$ cat config.mk
export PLATFORM = sky130hd
export DESIGN_NAME = pipe_skid_stage
export DESIGN_NICKNAME = d
export VERILOG_FILES = /design/src/rtl/pipe_skid_stage.sv
export SDC_FILE = /design/constraint.sdc
export NUM_CORES = 1
export LEC_CHECK = 0
export BUFFER_PORTS_ARGS = -buffer_cell sky130_fd_sc_hd__clkbuf_2
export CORE_AREA = 2 2 158 160
export DETAILED_ROUTE_END_ITERATION = 10
export DIE_AREA = 0 0 160 162
export GPL_TIMING_DRIVEN = 0
export PLACE_DENSITY_LB_ADDON = 0.2
export SLEW_MARGIN = 20
export SYNTH_ARGS = -nofsm -noshare
export SYNTH_HDL_FRONTEND = slang
export SYNTH_SLANG_ARGS = --single-unit
$ cat constraint.sdc
create_clock -name clk -period 1.85 [get_ports clk]
set_input_delay 0.185 -clock clk [delete_from_list [all_inputs] [get_ports clk]]
set_output_delay 0.185 -clock clk [all_outputs]
set_load 0.01 [all_outputs]
$ cat src/rtl/pipe_skid_stage.sv
// Handshaked pipeline stage register with a 2-entry skid buffer (main + skid).
// in_ready depends only on state flops; flush empties the stage and masks ctrl to a bubble.
module pipe_skid_stage #(
   parameter int                DATA_W      = 128,
   parameter int                CTRL_W      = 24,
   parameter logic [CTRL_W-1:0] CTRL_BUBBLE = 24'h000008,
   parameter int                NEG_EDGE    = 1
) (
   input  logic              clk,
   input  logic              rst,
   input  logic              flush,
   input  logic              in_valid,
   output logic              in_ready,
   input  logic [DATA_W-1:0] in_data,
   input  logic [CTRL_W-1:0] in_ctrl,
   output logic              out_valid,
   input  logic              out_ready,
   output logic [DATA_W-1:0] out_data,
   output logic [CTRL_W-1:0] out_ctrl,
   output logic [1:0]        occupancy
);

   typedef enum logic [1:0] {
      ST_EMPTY = 2'd0,
      ST_ONE   = 2'd1,
      ST_TWO   = 2'd2
   } state_t;

   state_t            state_r;
   logic              clk_act_s;
   logic              in_ready_r;
   logic              out_valid_r;
   logic [CTRL_W-1:0] out_ctrl_r;
   logic [DATA_W-1:0] main_data_r;
   logic [CTRL_W-1:0] main_ctrl_r;
   logic [DATA_W-1:0] skid_data_r;
   logic [CTRL_W-1:0] skid_ctrl_r;

   // Falling-edge operation keeps the stage half a cycle ahead of posedge neighbours.
   assign clk_act_s = (NEG_EDGE != 0) ? ~clk : clk;

   // Stage FSM: state, storage and registered handshake/ctrl outputs.
   always_ff @(posedge clk_act_s or negedge rst) begin
      if (!rst) begin
         state_r     <= ST_EMPTY;
         in_ready_r  <= 1'b1;
         out_valid_r <= 1'b0;
         out_ctrl_r  <= CTRL_BUBBLE;
         main_data_r <= {DATA_W{1'b0}};
         main_ctrl_r <= CTRL_BUBBLE;
         skid_data_r <= {DATA_W{1'b0}};
         skid_ctrl_r <= CTRL_BUBBLE;
      end else if (flush) begin
         // Held data stays in place; only the state and visible ctrl are killed.
         state_r     <= ST_EMPTY;
         in_ready_r  <= 1'b1;
         out_valid_r <= 1'b0;
         out_ctrl_r  <= CTRL_BUBBLE;
      end else begin
         case (state_r)
            ST_EMPTY: begin
               if (in_valid) begin
                  state_r     <= ST_ONE;
                  main_data_r <= in_data;
                  main_ctrl_r <= in_ctrl;
                  out_valid_r <= 1'b1;
                  out_ctrl_r  <= in_ctrl;
                  in_ready_r  <= 1'b1;
               end else begin
                  state_r <= ST_EMPTY;
               end
            end
            ST_ONE: begin
               if (in_valid && out_ready) begin
                  main_data_r <= in_data;
                  main_ctrl_r <= in_ctrl;
                  out_ctrl_r  <= in_ctrl;
               end else if (in_valid) begin
                  state_r     <= ST_TWO;
                  skid_data_r <= in_data;
                  skid_ctrl_r <= in_ctrl;
                  in_ready_r  <= 1'b0;
               end else if (out_ready) begin
                  state_r     <= ST_EMPTY;
                  out_valid_r <= 1'b0;
                  out_ctrl_r  <= CTRL_BUBBLE;
               end else begin
                  state_r <= ST_ONE;
               end
            end
            ST_TWO: begin
               if (out_ready) begin
                  state_r     <= ST_ONE;
                  main_data_r <= skid_data_r;
                  main_ctrl_r <= skid_ctrl_r;
                  out_ctrl_r  <= skid_ctrl_r;
                  in_ready_r  <= 1'b1;
               end else begin
                  state_r <= ST_TWO;
               end
            end
            default: begin
               state_r     <= ST_EMPTY;
               in_ready_r  <= 1'b1;
               out_valid_r <= 1'b0;
               out_ctrl_r  <= CTRL_BUBBLE;
            end
         endcase
      end
   end

   assign in_ready  = in_ready_r;
   assign out_valid = out_valid_r;
   assign out_ctrl  = out_ctrl_r;
   assign out_data  = main_data_r;
   assign occupancy = state_r;

endmodule
### Word-level counts from Yosys, hierarchy flattened

Index checks and enable logic that the tools add are counted.

* register bits after elaboration: 308
* bits in latches: 0
* RAM bits: 0
* ROM bits: 0
* input bits: 157
* logic and storage cells: 60
* memories: 0

* $add $sub $neg: 0
* multiply operators: 0
* div/mod/pow operators: 0
* $lt $le $gt $ge: 0
* eq/ne operators: 14
* shift-type cells: 0
* multiplexer cells: 29
* bitwise gates (word level): 2
* reduce and logical (&&, ||, !) cells: 8

Operators with widths (number)
* 128-bit two-way mux: 3
* 128-bit one-hot mux with 3 select lines: 1
* 24-bit two-way mux: 6
* 24-bit one-hot mux with 3 select lines: 1
* 3-bit inequality test, second input constant: 6
* 4-bit AND reduction: 3
* 1-bit two-way mux: 11
* 5-bit AND reduction: 2
* 2-bit two-way mux: 4
* 2-bit inequality test, second input constant: 4
* 4-bit inequality test, second input constant: 2
* 1-bit one-hot mux with 3 select lines: 2
* 2-bit one-hot mux with 3 select lines: 1
* 3-bit nonzero test: 1
* 2-bit by 1-bit equality test with 1-bit output, second input constant: 1
* 2-bit equality test, second input constant: 1
* 2-bit logical NOT: 1
* 1-bit inverter: 2
* 1-bit logical AND: 1

### Logic depth before layout (Yosys ltp)

Gate-level depths: netlist of the first run.

* word-level depth: 5
* gate-level depth with buffers: 7
* mapped depth without buffers: 4

==> run_results.csv, run 1 <==
group,metric,value,unit
clock_network,cts_max_level,2,
timing,tns,-103870,ps
yosys,async_reset_ff_share,100,%
routing,drt_first_pass_iters,7,
yosys,synthFlopType,"dfrtn_1",
clock_network,path_clk_slew,60,ps
timing,setup_violations,460,
die,die_h,162,um
cells_and_area,syn_to_final_growth,68.4,%
yosys,synth.distinct_cells,29,
routing,first_iter_violations,1144,
yosys,synthesis.area,13000,um2
yosys,yosysTopAreaCell,"dfrtn_1",
global_route,grt_max_degree,86,
yosys,synth_nets,1318,
die,num_io_pins,313,
yosys,yosysMostFrequentCell,"dfrtn_1",
yosys,syn_area_per_cell,11.2,um2
yosys,yosysSeqAreaShare,59.5,%
die,fp.coreArea,24100,um2
yosys,synth_top_area_share,58.9,%
worst_setup_path,crit_fanout,2,
yosys,synth-seq-cells,308,
worst_setup_path,path_cells,"buf_8",
yosys,netlist_top_cells_area,"dfrtn_1, mux2_2, nand2_1, a31oi_1, nor2_1",
flow_run,maxCapViolations,0,
yosys,synthTopCellsByCount,"dfrtn_1, nand2_1, nor2_1",
cells_and_area,seq_area,7710,um2
placed_design,place_congestion,0.809,
timing,whs,396,ps
clock_network,cts_tree,"built",
global_route,grt_pass1_vias,12000,
worst_setup_path,arrival,2160,ps
worst_setup_path,r2r_start,"occupancy[1]$_DFFE_NN0P_",
cells_and_area,multiInputGateArea,6950,um2
global_route,overflow,0,
clock_network,clock_path_buffers,3,
outcome,status,"complete, but fails checks",
yosys,synth-edff-count,0,
cells_and_area,final_util,90.5,%
routing,drc,0,
routing,routedWlPerCell,25.2,um
worst_setup_path,crit_buf_inv,1,
worst_setup_path,critical-path-top-delay-family,"flip-flops",
die,die_w,160,um
cells_and_area,nets,1893,
outcome,violations,"negative setup slack",
worst_setup_path,path_class,"flop to primary output",
power,p_total,23.3,mW
global_route,grt_use_total,31.3,%
routing,wirelength,52500,um
routing,via_count,12500,
clock_network,clkLatencyLatePin,580,ps
worst_setup_path,cp_data_required_time,1660,ps
clock_network,cts_buffers,34,
die,start_util,53.7,%
die,core.rowCount,57,
placed_design,dp_hpwl,22700,um
worst_setup_path,crit_slowest_cell,"dfstp_2",
die,die_area,25900,um2
yosys,yosys_warnings,0,
worst_setup_path,slowest_delay,550,ps
worst_hold_path,min_path_type,"input pin to asynchronous set/reset pin",
timing,worst_slew_pin_slew,561,ps
power,p_leak,9.91,nW
power,power_density,1070,nW/um2
yosys,syn_inst,1161,
global_route,grt_pass1_wl,64200,um
clock_network,clockRootBuffer,"clkbuf_16",
timing,finClkSkew,69.9,ps
worst_setup_path,cp-startpoint,"out_ctrl[3]$_DFFE_NN1P_",
cells_and_area,drive_gt1_share,55.6,%
timing,timing.final.hold_violations,0,
cells_and_area,fill_cells,887,
timing,setup_ws,-498,ps
timing,rsz0062_at_grt,"true",
worst_setup_path,critPathCaptureType,"primary output",
timing,drv_slew,0,
placed_design,port_buffers,311,
routing,viasPerCell,5.99,
power,ir_worst_vdd,0.955,mV
routing,drtAntennaViolNets,0,
global_route,antenna_found_initial,3,
worst_setup_path,start_kind,"flop",
timing,slew_headroom,62.6,%
clock_network,numClockSinks,308,
[kinds of logic (layout without fill, tap and decap cells)]
family / after synthesis / in the layout / synth area share (%)
muxes: 178 / 178 / 15.2
and+or+nand+nor: 400 / 400 / 11.8
AOI/OAI and AO/OA: 186 / 186 / 9.98
DFF: 308 / 308 / 59.5
other: 0 / 2 / 0
buffers and inverters: 89 / 686 / 3.44
[timing repair]
action                     4_1_cts  5_1_grt
hold buffers                     0        0
setup endpoints to repair      457      546
cloned                          31       10
resized for setup              304      543
pin swaps                        4       29
buffers inserted               118       94
[through the flow]
| stage | instances | setup WS [ps] | area (um2) |
|---|---|---|---|
| floorplan | 1161 | -407 | 13100 |
| global placement | 1796 | -6690 | 15100 |
| detailed placement | 1799 | -961 | 15200 |
| CTS | 2008 | -532 | 19400 |
| global route | 2084 | -527 | 21800 |
| finish | 2084 | -498 | 21800 |
[worst paths after layout]
path / endpoint / slack (ps) / cells after the start
min in group clk: skid_ctrl_r[14]$_DFFE_NN0P_ / 450 / 1
worst min-delay path: out_ctrl[14]$_DFFE_NN0P_ / 400 / 1
worst max-delay path: out_ctrl[3] / -500 / 1
worst max register to register: out_data[69]$_DFFE_NN0P_ / -260 / 7
worst min register to register: skid_ctrl_r[14]$_DFFE_NN0P_ / 450 / 1
max in group asynchronous: out_data[61]$_DFFE_NN0P_ / 240 / 3
[state kept, by name, summed over array words and instances, names as in the netlist]
register and count:
in_ready 1, out_valid 1, skid_ctrl_r 24, occupancy 2
out_data 128, out_ctrl 24, skid_data_r 128
[cells in the final DEF (no fill, tap or decap), drive strengths merged, types with 3 or more instances in the layout]
cell type  Yosys  layout
mux2         154     154
o32ai          3       3
nor2b          3       3
mux2i         24      24
dfstp          3       3
a31oi        128     128
nand2        260     260
a21oi          4       4
clkbuf        22     255
a22o          23      23
dfrtn        305     305
o2bb2ai       23      23
inv            4       6
nor2         132     132
buf           63     423
[report_power, final]
group | switching [mW] | internal (mW)
registers | 1.12 | 8.44
logic | 3.01 | 4.05
clock network | 2.77 | 3.93
total | 6.90 | 16.4
[layer usage]
| layer | up-vias | GRT usage (%) | share of wire, % |
|---|---|---|---|
| li1 | 5208 | - | - |
| met1 | 6316 | 38.8 | 36 |
| met2 | 735 | 53.2 | 51 |
| met3 | 216 | 7.07 | 7.3 |
| met4 | 0 | 13.3 | 5.9 |
| met5 | - | 0 | 0 |
[cell type report]
| class | count | share of cell area [%] |
|---|---|---|
| Buffer | 77 | 3.93 |
| Sequential cell | 308 | 35.4 |
| Multi-Input combinational cell | 764 | 31.8 |
| Clock buffer | 56 | 4.89 |
| Antenna cell | 2 | 0.0229 |
| Clock inverter | 5 | 0.0975 |
| Timing Repair Buffer | 545 | 22.0 |
| Tap cell | 324 | 1.86 |
| Inverter | 3 | 0.0516 |
No activity file was read; power rests on OpenSTA's default activity.
==> run 2, diff against run 1 <==
- PLACE_DENSITY: unset -> 0.8
- PLACE_DENSITY_LB_ADDON: 0.2 -> unset
- SETUP_SLACK_MARGIN: unset -> 0.5
- SKIP_LAST_GASP: unset -> 1
==> run 2 against run 1 <==
Effect of this change:
- the run still ends with negative setup slack left
- routed wire length up 15%
- core utilization rose by 1.4 points
- design area grew 1.6%
- clock power is 4.0% higher
- sequential cell count unchanged
- critical path depth unchanged
- worst hold slack improved by 62 ps
- critical path type unchanged
==> run_results.csv, run 2 (synthesized netlist as in run 1, its figures left out) <==
group,metric,value,unit
cells_and_area,final_util,91.9,%
clock_network,clock_path_buffers,3,
cells_and_area,drive_gt1_share,54.2,%
worst_setup_path,crit_buf_inv,1,
worst_setup_path,start_kind,"flop",
cells_and_area,syn_to_final_growth,71.0,%
worst_setup_path,crit_fanout,3,
timing,worst_slew_pin_slew,661,ps
placed_design,pre_cts_ws,-952,ps
flow_run,maxCapViolations,0,
routing,wirelength,60200,um
die,num_io_pins,313,
clock_network,cts_tree,"built",
clock_network,cts_buffers,34,
worst_setup_path,worst-r2r-cell-count,7,
clock_network,clkLatencyLatePin,590,ps
worst_setup_path,arrival,2230,ps
cells_and_area,nets,1910,
timing,rsz0062_at_grt,"true",
worst_setup_path,slowest_delay,600,ps
timing,slew_headroom,55.9,%
routing,drt_first_pass_iters,6,
routing,first_iter_violations,1451,
outcome,violations,"negative setup slack",
global_route,grt_pass1_vias,12300,
worst_setup_path,path_cells,"buf_8",
global_route,grt_pass1_wl,69100,um
worst_setup_path,crit_slowest_cell,"dfstp_2",
placed_design,place_congestion,0.861,
placed_design,dp_hpwl,23700,um
die,die_w,160,um
clock_network,clockRootBuffer,"clkbuf_16",
worst_setup_path,r2r_end,"out_data[19]$_DFFE_NN0P_",
power,p_leak,10.1,nW
cells_and_area,fill_cells,772,
clock_network,numClockSinks,308,
worst_setup_path,cp.depth,1,
power,power_density,1080,nW/um2
routing,via_count,13400,
global_route,grt_use_total,34.1,%
routing,drtAntennaViolNets,0,
placed_design,port_buffers,311,
timing,setup_violations,460,
timing,drv_slew,0,
worst_setup_path,r2r_start,"occupancy[1]$_DFFE_NN0P_",
cells_and_area,final_area,22200,um2
routing,routedWlPerCell,28.6,um
worst_setup_path,endpoint,"in_ready",
timing,finClkSkew,67.2,ps
worst_setup_path,critPathCaptureType,"primary output",
clock_network,cts_max_level,2,
routing,viasPerCell,6.39,
global_route,grt_max_degree,93,
die,start_util,53.7,%
clock_network,path_clk_slew,60,ps
global_route,antenna_found_initial,1,
die,die_h,162,um
routing,drc,0,
worst_setup_path,critical-path-top-delay-family,"flip-flops",
clock_network,holdBufCountCts,0,
die,core.rowCount,57,
die,die_area,25900,um2
power,ir_worst_vdd,0.864,mV
worst_setup_path,path_class,"flop to primary output",
cells_and_area,final_common_cell,"dfrtn_1",
worst_setup_path,reg2reg_slack,-510,ps
timing,setup_ws,-566,ps
global_route,overflow,0,
outcome,status,"complete, but fails checks",
placed_design,postPlaceCellArea,15200,um2
die,fp.coreArea,24100,um2
timing,timing.final.hold_violations,0,
worst_setup_path,cp-startpoint,"in_ready$_DFFE_NN1P_",
cells_and_area,layout_common_cells,"dfrtn_1, nand2_1, clkbuf_2",
worst_setup_path,cp_data_required_time,1660,ps
worst_hold_path,min_path_type,"flop to flop",
## run 2: cell types whose count changed in the layout (fill, tap and decap cells not counted), sizes merged
cell / delta
buf: +20
clkbuf: -10
clkinv: +8
diode: -1
inv: +2
## run 2: worst min-delay path by stage
stage	start	to	slack [ps]	depth (start not counted)
after floorplan	skid_data_r[100]$_DFFE_NN0P_	skid_data_r[100]$_DFFE_NN0P_	420	1
after global placement	skid_data_r[55]$_DFFE_NN0P_	skid_data_r[55]$_DFFE_NN0P_	430	1
after detailed placement	skid_data_r[82]$_DFFE_NN0P_	skid_data_r[82]$_DFFE_NN0P_	440	1
after CTS	skid_data_r[101]$_DFFE_NN0P_	skid_data_r[101]$_DFFE_NN0P_	440	1
after global routing	skid_data_r[49]$_DFFE_NN0P_	skid_data_r[49]$_DFFE_NN0P_	460	1
final	skid_data_r[13]$_DFFE_NN0P_	skid_data_r[13]$_DFFE_NN0P_	460	1
## run 2: cell type report
class	count	area (um2)	share of cell area [%]
Clock inverter	15	68.8	0.311
Clock buffer	49	1060	4.80
Timing Repair Buffer	554	5160	23.3
Inverter	3	11.3	0.0508
Sequential cell	308	7710	34.8
Tap cell	324	405	1.83
Buffer	85	941	4.25
Antenna cell	1	2.50	0.0113
Multi-Input combinational cell	764	6790	30.6
## run 2: per-layer routing
layer | global-route usage (%) | part of all wire (%)
met2 | 57.2 | 48
met1 | 41.0 | 34
met4 | 19.5 | 8.7
met5 | 0 | 0
met3 | 7.51 | 9.2
## run 2: through the flow
| stage | cells | setup TNS [ps] | power [mW] | hold WS, ps |
|---|---|---|---|---|
| floorplan | 1161 | -106060 | 11.3 | 419 |
| global placement | 1796 | -2241490 | 12.7 | 427 |
| detailed placement | 1799 | -254940 | 12.9 | 435 |
| CTS | 2018 | -119850 | 21.1 | 436 |
| global route | 2103 | -164590 | 24.4 | 463 |
| finish | 2103 | -154710 | 23.8 | 458 |
## run 2: timing repair
item / 4_1_cts / 5_1_grt
endpoints found under the setup margin: 642 / 709
buffers inserted: 118 / 82
pin swaps: 20 / 17
gates resized for setup: 287 / 468
gates cloned: 38 / 2
## run 2: where the power goes
part / switching, mW / internal, mW / leakage (nW) / total, mW
sequential: 1.22 / 8.44 / 3.64 / 9.66
combinational: 3.17 / 4.02 / 5.90 / 7.20
clock: 2.97 / 4.01 / 0.589 / 6.98
total: 7.36 / 16.5 / 10.1 / 23.8
==> run 3, diff against run 2 <==
- CTS_CLUSTER_DIAMETER: unset -> 80
- REMOVE_ABC_BUFFERS: unset -> 1
==> run 3 against run 2 <==
Effect of this change:
- the run still ends with negative setup slack left
- non-clock buffer count decreased by 3
- core utilization up 1.9 points
- via count is 3.2% higher
- clock skew is 36 ps higher
- worst hold slack got worse by 130 ps
- register-to-register slack lost 120 ps
- clock power increased by 4.9%
- sequential cell count is the same
- die area unchanged
- routed wire length rose by 8.9%
- sequential share of layout area is 0.69 points lower
- highest routed layer unchanged
==> run_results.csv, run 3 (synthesized netlist as in run 1, its figures left out) <==
group,metric,value,unit
global_route,grt_pass1_wl,71300,um
routing,via_count,13900,
timing,finClkSkew,104,ps
routing,first_iter_violations,1730,
cells_and_area,final_util,93.8,%
cells_and_area,nets,1908,
cells_and_area,layout_common_cells,"dfrtn_1, nand2_1, clkbuf_2",
worst_setup_path,arrival,3860,ps
die,start_util,53.7,%
outcome,status,"complete, but fails checks",
power,power_density,1090,nW/um2
worst_setup_path,cp.depth,13,
clock_network,cts_tree,"built",
routing,routedWlPerCell,31.2,um
global_route,grt_use_total,35.3,%
worst_setup_path,crit_slowest_cell,"dfrtn_1",
power,p_leak,10.3,nW
placed_design,dp.cells,1745,
cells_and_area,fill_cells,625,
flow_run,maxCapViolations,0,
cells_and_area,fin_cells,2101,
clock_network,cts_buffers,34,
placed_design,pre_cts_ws,-1460,ps
clock_network,clockRootBuffer,"clkbuf_16",
clock_network,numClockSinks,308,
die,die_h,162,um
clock_network,holdBufCountCts,0,
worst_setup_path,crit_fanout,8,
worst_setup_path,cp_data_required_time,3230,ps
clock_network,cts_max_level,2,
cells_and_area,drive_gt1_share,57.7,%
timing,timing.final.hold_violations,0,
timing,setup_ws,-628,ps
global_route,grt_pass1_vias,12500,
timing,rsz0062_at_grt,"true",
worst_setup_path,slowest_delay,450,ps
worst_setup_path,worst-r2r-cell-count,13,
timing,drv_slew,0,
global_route,antenna_found_initial,2,
worst_setup_path,critPathCaptureType,"flop",
routing,drtAntennaViolNets,0,
timing,fmax,403,MHz
routing,viasPerCell,6.59,
timing,fin_crit,2480,ps
cells_and_area,final_common_cell,"dfrtn_1",
worst_setup_path,path_cells,"buf_12, buf_6, buf_6, buf_12, mux2i_4, o32ai_4, buf_12, buf_8, buf_4, buf_8, buf_12, buf_16, a31oi_1",
placed_design,postPlaceCellArea,15200,um2
cells_and_area,syn_to_final_growth,74.4,%
timing,worst_slew_pin_slew,803,ps
clock_network,path_clk_slew,50,ps
timing,min_period_over_period,134,%
placed_design,place_congestion,0.781,
worst_setup_path,path_class,"flop to flop",
placed_design,port_buffers,312,
worst_setup_path,worst_path_most_repeated_cell,"buf_12",
cells_and_area,final_area,22600,um2
global_route,grt_max_degree,92,
die,core.rowCount,57,
worst_setup_path,start_kind,"flop",
routing,wirelength,65600,um
timing,setup_violations,461,
die,fp.coreArea,24100,um2
die,die_w,160,um
clock_network,clkLatencyLatePin,610,ps
timing,slew_headroom,46.5,%
global_route,overflow,0,
power,ir_worst_vdd,1.37,mV
worst_hold_path,min_path_type,"input pin to asynchronous set/reset pin",
worst_setup_path,crit_buf_inv,10,
routing,drc,0,
die,die_area,25900,um2
clock_network,clock_path_buffers,3,
routing,drt_first_pass_iters,6,
placed_design,dp_hpwl,21500,um
outcome,violations,"negative setup slack",
die,num_io_pins,313,
worst_setup_path,critical-path-top-delay-family,"buffers and inverters",
run 3: worst paths after layout:
check | start | end | slack (ps)
setup reg to reg | occupancy[1]$_DFFE_NN0P_ | out_data[11]$_DFFE_NN0P_ | -630
hold / removal | rst | out_data[70]$_DFFE_NN0P_ | 330
max in group asynchronous | rst | skid_ctrl_r[3]$_DFFE_NN1P_ | 630
setup / recovery | occupancy[1]$_DFFE_NN0P_ | out_data[11]$_DFFE_NN0P_ | -630
min in group clk | skid_data_r[104]$_DFFE_NN0P_ | skid_data_r[104]$_DFFE_NN0P_ | 460
hold reg to reg | skid_data_r[104]$_DFFE_NN0P_ | skid_data_r[104]$_DFFE_NN0P_ | 460
run 3: cell type report:
class                   instances  area [um2]  area share [%]
diodes                          2        5.00          0.0221
clock buffers                  54        1080            4.78
clock inverters                 9        93.8           0.415
inverters                       3        16.3          0.0720
multi-input cells             765        6650            29.4
flip-flops and latches        308        7710            34.1
well taps                     324         405            1.79
repair buffers                636        6640            29.4
run 3: power breakdown:
part           switching (mW)  internal, mW
registers                1.37          8.44
logic                    3.36          4.25
clock network            3.02          4.30
run 3: layer usage:
| metal | global-route usage [%] | vias up | share of wire [%] |
|---|---|---|---|
| met5 | 0 | - | 0 |
| met4 | 16.6 | 0 | 9.1 |
| met3 | 8.81 | 505 | 10 |
| met2 | 60.2 | 1307 | 48 |
| met1 | 42.4 | 6791 | 33 |
| li1 | - | 5252 | - |
run 3: repair_timing:
action,CTS,global route
buffers inserted,102,138
pin swaps,16,30
gates cloned,41,11
setup endpoints to repair,645,712
gates resized for setup,296,581
run 3: stage by stage:
stage	setup TNS [ps]	hold WS, ps	power, mW
floorplan	-1298960	419	11.3
global placement	-4063940	428	12.7
detailed placement	-357400	435	12.9
CTS	-131600	440	21.2
global route	-173280	336	25.3
finish	-168120	327	24.7
